### src/rtl/id_ex_stage.sv
// id_ex_stage: ID/EX pipeline register for the five-stage rv32i core.
//   Captures the decoded control word, PC, instruction, operands and
//   immediate from ID and presents them to EX one cycle later. Detects
//   load-use hazards against the instruction in EX, inserts a bubble when
//   one is found and counts those bubbles. WB writes that happen in the
//   same cycle are bypassed into the captured operands.
// Ports:
//   clk, rst_n                  clock, async active-low reset
//   id_valid/pc/instr/ctrl      ID instruction and its decoded control word
//   id_rs1_data/rs2_data/imm    ID register-file read data and immediate
//   wb_load_regfile/rd/data     same-cycle WB register write
//   mem_stall, flush            global freeze, squash of ID/EX
//   ex_*                        registered ID values presented to EX
//   stall_if_id                 combinational: hold PC and IF/ID this cycle
//   bubble_count                saturating count of load-use bubbles

package rv32i_pkg;
  typedef enum logic [6:0] {
    op_none  = 7'b0000000,
    op_lui   = 7'b0110111,
    op_auipc = 7'b0010111,
    op_jal   = 7'b1101111,
    op_jalr  = 7'b1100111,
    op_br    = 7'b1100011,
    op_load  = 7'b0000011,
    op_store = 7'b0100011,
    op_imm   = 7'b0010011,
    op_reg   = 7'b0110011,
    op_csr   = 7'b1110011
  } rv32i_opcode;

  typedef struct packed {
    rv32i_opcode opcode;
    logic [2:0]  funct3;
    logic [6:0]  funct7;
    logic [4:0]  rd;
    logic        load_regfile;
    logic        mem_read;
    logic        mem_write;
  } rv32i_control_word;
endpackage

module id_ex_stage
  import rv32i_pkg::*;
#(
  parameter int unsigned PERF_W = 16
) (
  input  logic              clk,
  input  logic              rst_n,
  input  logic              id_valid,
  input  logic [31:0]       id_pc,
  input  logic [31:0]       id_instr,
  input  rv32i_control_word id_ctrl,
  input  logic [31:0]       id_rs1_data,
  input  logic [31:0]       id_rs2_data,
  input  logic [31:0]       id_imm,
  input  logic              wb_load_regfile,
  input  logic [4:0]        wb_rd,
  input  logic [31:0]       wb_data,
  input  logic              mem_stall,
  input  logic              flush,
  output logic              ex_valid,
  output logic [31:0]       ex_pc,
  output logic [31:0]       ex_instr,
  output rv32i_control_word ex_ctrl,
  output logic [31:0]       ex_rs1_data,
  output logic [31:0]       ex_rs2_data,
  output logic [31:0]       ex_imm,
  output logic              stall_if_id,
  output logic [PERF_W-1:0] bubble_count
);

  logic              valid_q, valid_d;
  logic [31:0]       pc_q, pc_d;
  logic [31:0]       instr_q, instr_d;
  rv32i_control_word ctrl_q, ctrl_d;
  logic [31:0]       rs1_q, rs1_d;
  logic [31:0]       rs2_q, rs2_d;
  logic [31:0]       imm_q, imm_d;
  logic [PERF_W-1:0] count_q, count_d;

  logic              use_rs1, use_rs2;
  logic [4:0]        rs1_idx, rs2_idx;
  logic              hazard;
  logic [31:0]       rs1_fwd, rs2_fwd;
  rv32i_control_word ctrl_cap;

  // Unused sources collapse to x0; since a hazard needs rd != 0, x0 never matches.
  always_comb begin
    use_rs1 = 1'b1;
    use_rs2 = 1'b1;
    case (id_ctrl.opcode)
      op_lui, op_auipc, op_jal: begin
        use_rs1 = 1'b0;
        use_rs2 = 1'b0;
      end
      op_jalr, op_load, op_imm: use_rs2 = 1'b0;
      default: ;
    endcase
    rs1_idx = use_rs1 ? id_instr[19:15] : 5'd0;
    rs2_idx = use_rs2 ? id_instr[24:20] : 5'd0;
  end

  assign hazard = valid_q && (ctrl_q.opcode == op_load) && ctrl_q.load_regfile &&
                  (ctrl_q.rd != 5'd0) && id_valid &&
                  ((ctrl_q.rd == rs1_idx) || (ctrl_q.rd == rs2_idx));

  assign stall_if_id = hazard && !flush;

  // WB bypass keys on the raw instruction fields, independent of opcode usage.
  always_comb begin
    rs1_fwd = id_rs1_data;
    rs2_fwd = id_rs2_data;
    if (wb_load_regfile && (wb_rd != 5'd0) && (wb_rd == id_instr[19:15])) rs1_fwd = wb_data;
    if (wb_load_regfile && (wb_rd != 5'd0) && (wb_rd == id_instr[24:20])) rs2_fwd = wb_data;
    ctrl_cap = id_ctrl;
    ctrl_cap.load_regfile = id_ctrl.load_regfile & id_valid;
  end

  // Priority: mem_stall holds everything, then flush, then hazard bubble, then capture.
  always_comb begin
    valid_d = valid_q;
    pc_d    = pc_q;
    instr_d = instr_q;
    ctrl_d  = ctrl_q;
    rs1_d   = rs1_q;
    rs2_d   = rs2_q;
    imm_d   = imm_q;
    count_d = count_q;
    if (!mem_stall) begin
      if (flush || hazard) begin
        valid_d = 1'b0;
        pc_d    = '0;
        instr_d = '0;
        ctrl_d  = '0;
        rs1_d   = '0;
        rs2_d   = '0;
        imm_d   = '0;
        if (!flush && (count_q != '1)) count_d = count_q + 1'b1;
      end else begin
        valid_d = id_valid;
        pc_d    = id_pc;
        instr_d = id_instr;
        ctrl_d  = ctrl_cap;
        rs1_d   = rs1_fwd;
        rs2_d   = rs2_fwd;
        imm_d   = id_imm;
      end
    end
  end

  always_ff @(posedge clk or negedge rst_n) begin
    if (!rst_n) begin
      valid_q <= 1'b0;
      pc_q    <= '0;
      instr_q <= '0;
      ctrl_q  <= '0;
      rs1_q   <= '0;
      rs2_q   <= '0;
      imm_q   <= '0;
      count_q <= '0;
    end else begin
      valid_q <= valid_d;
      pc_q    <= pc_d;
      instr_q <= instr_d;
      ctrl_q  <= ctrl_d;
      rs1_q   <= rs1_d;
      rs2_q   <= rs2_d;
      imm_q   <= imm_d;
      count_q <= count_d;
    end
  end

  assign ex_valid     = valid_q;
  assign ex_pc        = pc_q;
  assign ex_instr     = instr_q;
  assign ex_ctrl      = ctrl_q;
  assign ex_rs1_data  = rs1_q;
  assign ex_rs2_data  = rs2_q;
  assign ex_imm       = imm_q;
  assign bubble_count = count_q;

endmodule

### config.mk
export PLATFORM = sky130hd
export DESIGN_NAME = id_ex_stage
export DESIGN_NICKNAME = d
export VERILOG_FILES = /design/src/rtl/id_ex_stage.sv
export SDC_FILE = /design/constraint.sdc
export NUM_CORES = 1
export LEC_CHECK = 0
export ABC_CLOCK_PERIOD_IN_PS = 3000
export BUFFER_PORTS_ARGS = -buffer_cell sky130_fd_sc_hd__buf_2
export CAP_MARGIN = 20
export CORE_MARGIN = 2
export CORE_UTILIZATION = 23
export DETAILED_ROUTE_END_ITERATION = 12
export PLACE_DENSITY_LB_ADDON = 0.05
export SYNTH_ARGS = -nofsm -noshare
export SYNTH_HDL_FRONTEND = slang
export SYNTH_SLANG_ARGS = --single-unit
### constraint.sdc
create_clock -name clk -period 3 [get_ports clk]
set_input_delay 0 -clock clk [delete_from_list [all_inputs] [get_ports clk]]
set_output_delay 0 -clock clk [all_outputs]
set_load 0.01 [all_outputs]
==> results.txt <==
* Status: completed
- Internal power of the cells: around 0.006 W
* Least-Margin Pin Slew: around 1 ns
- Number of sinks handled by clock tree synthesis: 202
- Sequential cells burn approximately 39% of the power.
* Average wire length per cell after detail routing: between 15 and 20 um
- Among all flip-flop cells after synthesis, the most frequent one is sky130_fd_sc_hd__dfrtp_1.
- DRC marker count from the first detailed-route iteration: about 220
- Number of iterations in the first detailed-routing pass: 4
- The die covers approximately 39,000 um2.
- In this run, post-CTS hold repair placed 251 buffers.
* Fraction of post-synthesis cell area in the top cell type by area: between 50 and 60%
- Number of enable flip-flop cells after synthesis: 0
- VDD sags by at most about 0.37 mV.
- The die is 197 um wide.
- By area the synthesized netlist is led by sky130_fd_sc_hd__dfrtp_1, sky130_fd_sc_hd__a22o_1, sky130_fd_sc_hd__mux2i_1, sky130_fd_sc_hd__o21ai_0, sky130_fd_sc_hd__nand2_1.
- Power share of the clock group: between 40% and 50%
* P_leak: roughly 7.2 nW
- Row generation in the floorplan step produced 70 rows.
- Switching share of power: 25.1%
* Worst hold path type: input pin to asynchronous set/reset pin
* Relative area change from synthesis to final layout: 72.0%
* Top-level port count: about 430
- For this run, the share of the core covered by cells in the final layout is a little over 40%.
- The first global-routing pass estimated between 50,000 and 60,000 um of wire.
- CP Launch Point: ex_ctrl[7]
* HPWL after detailed placement: ~22,000 um
- The count of nets left with antenna violations once routing finished came out at 0.
- Antenna violations before repair: 3
- Synthesis produced a netlist whose cell count is between 600 and 700.
- Bufs on Longest Clock Path: 3
- After synthesis, the netlist uses 50 different library cells.
- For this run, the total global-route usage over all layers was measured as approximately 17%.
- Setup Crit Path Kind: flip-flop to flip-flop
- Gates resized during post-CTS repair numbered 0.
- Count leader, synth: sky130_fd_sc_hd__dfrtp_1
- NumNets Final: roughly 1,600
- Number of post-CTS setup repair buffers: 0
- Critical path required time: ~3.4 ns
* Dominant cell type by area after synthesis: sky130_fd_sc_hd__dfrtp_1
* Maximum level of the CTS H-tree: 1
- The worst path in the final design needs a cycle of roughly 2.7 ns, including I/O delays and setup.
- Power spread over the standard cell area amounts to 535 nW/um2.
- The cell area that synthesis handed to floorplanning was 8560 um2.
* Avg Inst Size Synth: approximately 12 um2
- After detailed routing, the number of remaining DRC violations is 0.
* Highest clock rate: approximately 0.37 GHz
- Net Count, Synth: approximately 920
* Final Hold Fails: 0
* Fillers: ~3,600
- At the end of routability-driven placement, the weighted congestion stood at ~0.73.
- In this run the worst path has a maximum fanout of slightly above 50.
* Total length of routed wires: 33,400 um
- Total of warnings raised by yosys: 0
- Pre-CTS WS: 0.350 ns
- Summed over all failing endpoints, the final setup total negative slack is 0 ns.
* Overflow left after global routing: 0
* Remaining max-slew budget at the tightest pin: between 30% and 40%
- Number of clock buffers inserted by TritonCTS: 27
* Logic pwr share: 15.6%
- Setup violations remaining at the end of the flow were counted as 0.
* Final critical-path share of the clock period: approximately 90%
- Top cells by count, synth: sky130_fd_sc_hd__dfrtp_1, sky130_fd_sc_hd__a22o_1, sky130_fd_sc_hd__nand2_1, sky130_fd_sc_hd__o21ai_0, sky130_fd_sc_hd__mux2i_1
- CP Capture Type: flip-flop
- The number of max-slew violations in the final report was 0.
- The worst setup path is launched from a flip-flop.
- For the final database, setup skew stands at ~0.012 ns.
* Clock latency on the worst-skew pair: roughly 0.54 ns
* Post-route worst setup slack: approximately 0.33 ns
- Detailed-route vias per instance: between 4 and 5
- Data arrival at the endpoint of the critical path: between 3 and 4 ns
* Seq/Total Area, Yosys: between 50 and 60%
* Largest net degree at the start of global routing: approximately 190
- Cell chosen for the clock root: sky130_fd_sc_hd__clkbuf_16
- Setup repair after global routing left no endpoint under its margin.
* Number of synthesized register bits: 202
- Crit Reg-Reg Startpoint: ex_ctrl[7]
- After synthesis, the share of flip-flops with an asynchronous set or reset is 100%.
- Across the run, the number of max-cap violations was 0.
- The die is between 150 and 200 um tall.
- After clock tree synthesis, the clock-pin slew on the worst setup and hold paths is ~0.060 ns.
- CTS tree: yes
* Fraction of layout cells with a size suffix above 1: a little under two fifths
- Net switching power of the design: 0.00198 W
- Vias in the first global route: 8,763
* Placeable core region: ~37,000 um2
- Detailed routing inserted a total of roughly 8,000 vias.
* Count of input and output buffers: 430
- Effective utilization at floorplan: around a quarter
-- power groups by stage --
| stage | clock network, W | logic (W) | registers [W] |
|---|---|---|---|
| 4_1_cts | 0.00373 | 0.00125 | 0.00304 |
| 3_5_place_dp | 0 | 0.000986 | 0.00308 |
| 5_1_grt | 0.00382 | 0.00135 | 0.00306 |
| 6_report | 0.00361 | 0.00123 | 0.00304 |
| 2_1_floorplan | 0 | 0.000324 | 0.00317 |
| 3_3_place_gp | 0 | 0.000988 | 0.00308 |
-- state kept, by name, indices dropped and copies added, names as in the netlist --
register / flops
ex_imm: 32
ex_instr: 32
ex_pc: 32
ex_rs1_data: 32
ex_rs2_data: 32
ex_ctrl: 25
bubble_count: 16
ex_valid: 1
-- critical path: stages (launching register included) --
cell,delay (ns)
sky130_fd_sc_hd__dfrtp_1,0.49
sky130_fd_sc_hd__and4bb_1,0.23
sky130_fd_sc_hd__a31oi_1,0.04
sky130_fd_sc_hd__or3_1,0.31
sky130_fd_sc_hd__a22oi_1,0.36
sky130_fd_sc_hd__nand3b_1,0.17
sky130_fd_sc_hd__and3_4,0.42
sky130_fd_sc_hd__buf_12,0.28
sky130_fd_sc_hd__a22o_1,0.20
-- cells in the final DEF, fill, tap and decap left out, types with 3 or more instances in the layout --
cell	netlist	layout
sky130_fd_sc_hd__nand2b_1	3	3
sky130_fd_sc_hd__nor3_2	6	6
sky130_fd_sc_hd__xnor2_1	15	15
sky130_fd_sc_hd__o21ai_0	68	68
sky130_fd_sc_hd__nand2_1	71	71
sky130_fd_sc_hd__clkbuf_16	0	27
sky130_fd_sc_hd__clkinv_2	0	3
sky130_fd_sc_hd__dlygate4sd3_1	0	251
sky130_fd_sc_hd__bufinv_16	0	6
sky130_fd_sc_hd__a31oi_1	4	4
sky130_fd_sc_hd__nand3_1	9	8
sky130_fd_sc_hd__clkbuf_8	0	7
sky130_fd_sc_hd__nor2b_1	3	3
sky130_fd_sc_hd__mux2i_1	64	64
sky130_fd_sc_hd__nor2_1	12	12
sky130_fd_sc_hd__buf_4	0	9
sky130_fd_sc_hd__buf_2	7	428
sky130_fd_sc_hd__a22o_1	120	120
sky130_fd_sc_hd__dfrtp_1	202	202
sky130_fd_sc_hd__clkbuf_1	32	4
sky130_fd_sc_hd__xor2_1	15	15
sky130_fd_sc_hd__buf_12	0	4
-- layer usage --
| metal | up-vias | routed length [um] | GRT usage, % |
|---|---|---|---|
| li1 | 3885 | - | - |
| met1 | 3927 | 13600 | 19.9 |
| met2 | 272 | 16600 | 29.4 |
| met3 | 58 | 2240 | 4.79 |
| met4 | 4 | 1030 | 5.12 |
| met5 | - | 30 | 0 |
-- cell type report --
cell class,instances,area [um2],share of cell area (%)
flip-flops and latches,202,5050,34.3
repair buffers,694,4830,32.8
multi-input cells,437,3250,22.1
clock buffers,38,787,5.35
well taps,468,586,3.98
clock inverters,11,211,1.44
inverters,1,3.75,0.0255
diodes,1,2.50,0.0170
-- final timing paths --
| kind | to | slack, ns | cells after the start |
|---|---|---|---|
| max | ex_imm[10] | 0.33 | 8 |
| max reg2reg | ex_imm[10] | 0.33 | 8 |
| min reg2reg | ex_rs1_data[23] | 0.48 | 2 |
| min in group clk | ex_instr[23] | 0.12 | 5 |
| min | bubble_count[0] | 0.09 | 2 |
| max in group asynchronous | ex_pc[14] | 2.01 | 3 |
-- through the flow --
step | power, W | hold WS, ns | cell area (um2) | std cells
floorplan | 0.00350 | -0.296 | 8560 | 690
global placement | 0.00407 | 0.109 | 11200 | 1551
detailed placement | 0.00407 | 0.105 | 11200 | 1551
CTS | 0.00802 | 0.112 | 14700 | 1851
global route | 0.00824 | 0.145 | 14700 | 1852
finish | 0.00788 | 0.0949 | 14700 | 1852
-- logic make-up after synthesis --
family | synth area share [%]
compound gates | 17.7
flops | 59.1
simple gates | 9.14
mux | 7.62
buf+inv | 3.30
xor+xnor | 3.07
fa+ha+maj | 0.146
No activity file was read; power rests on OpenSTA's default activity.
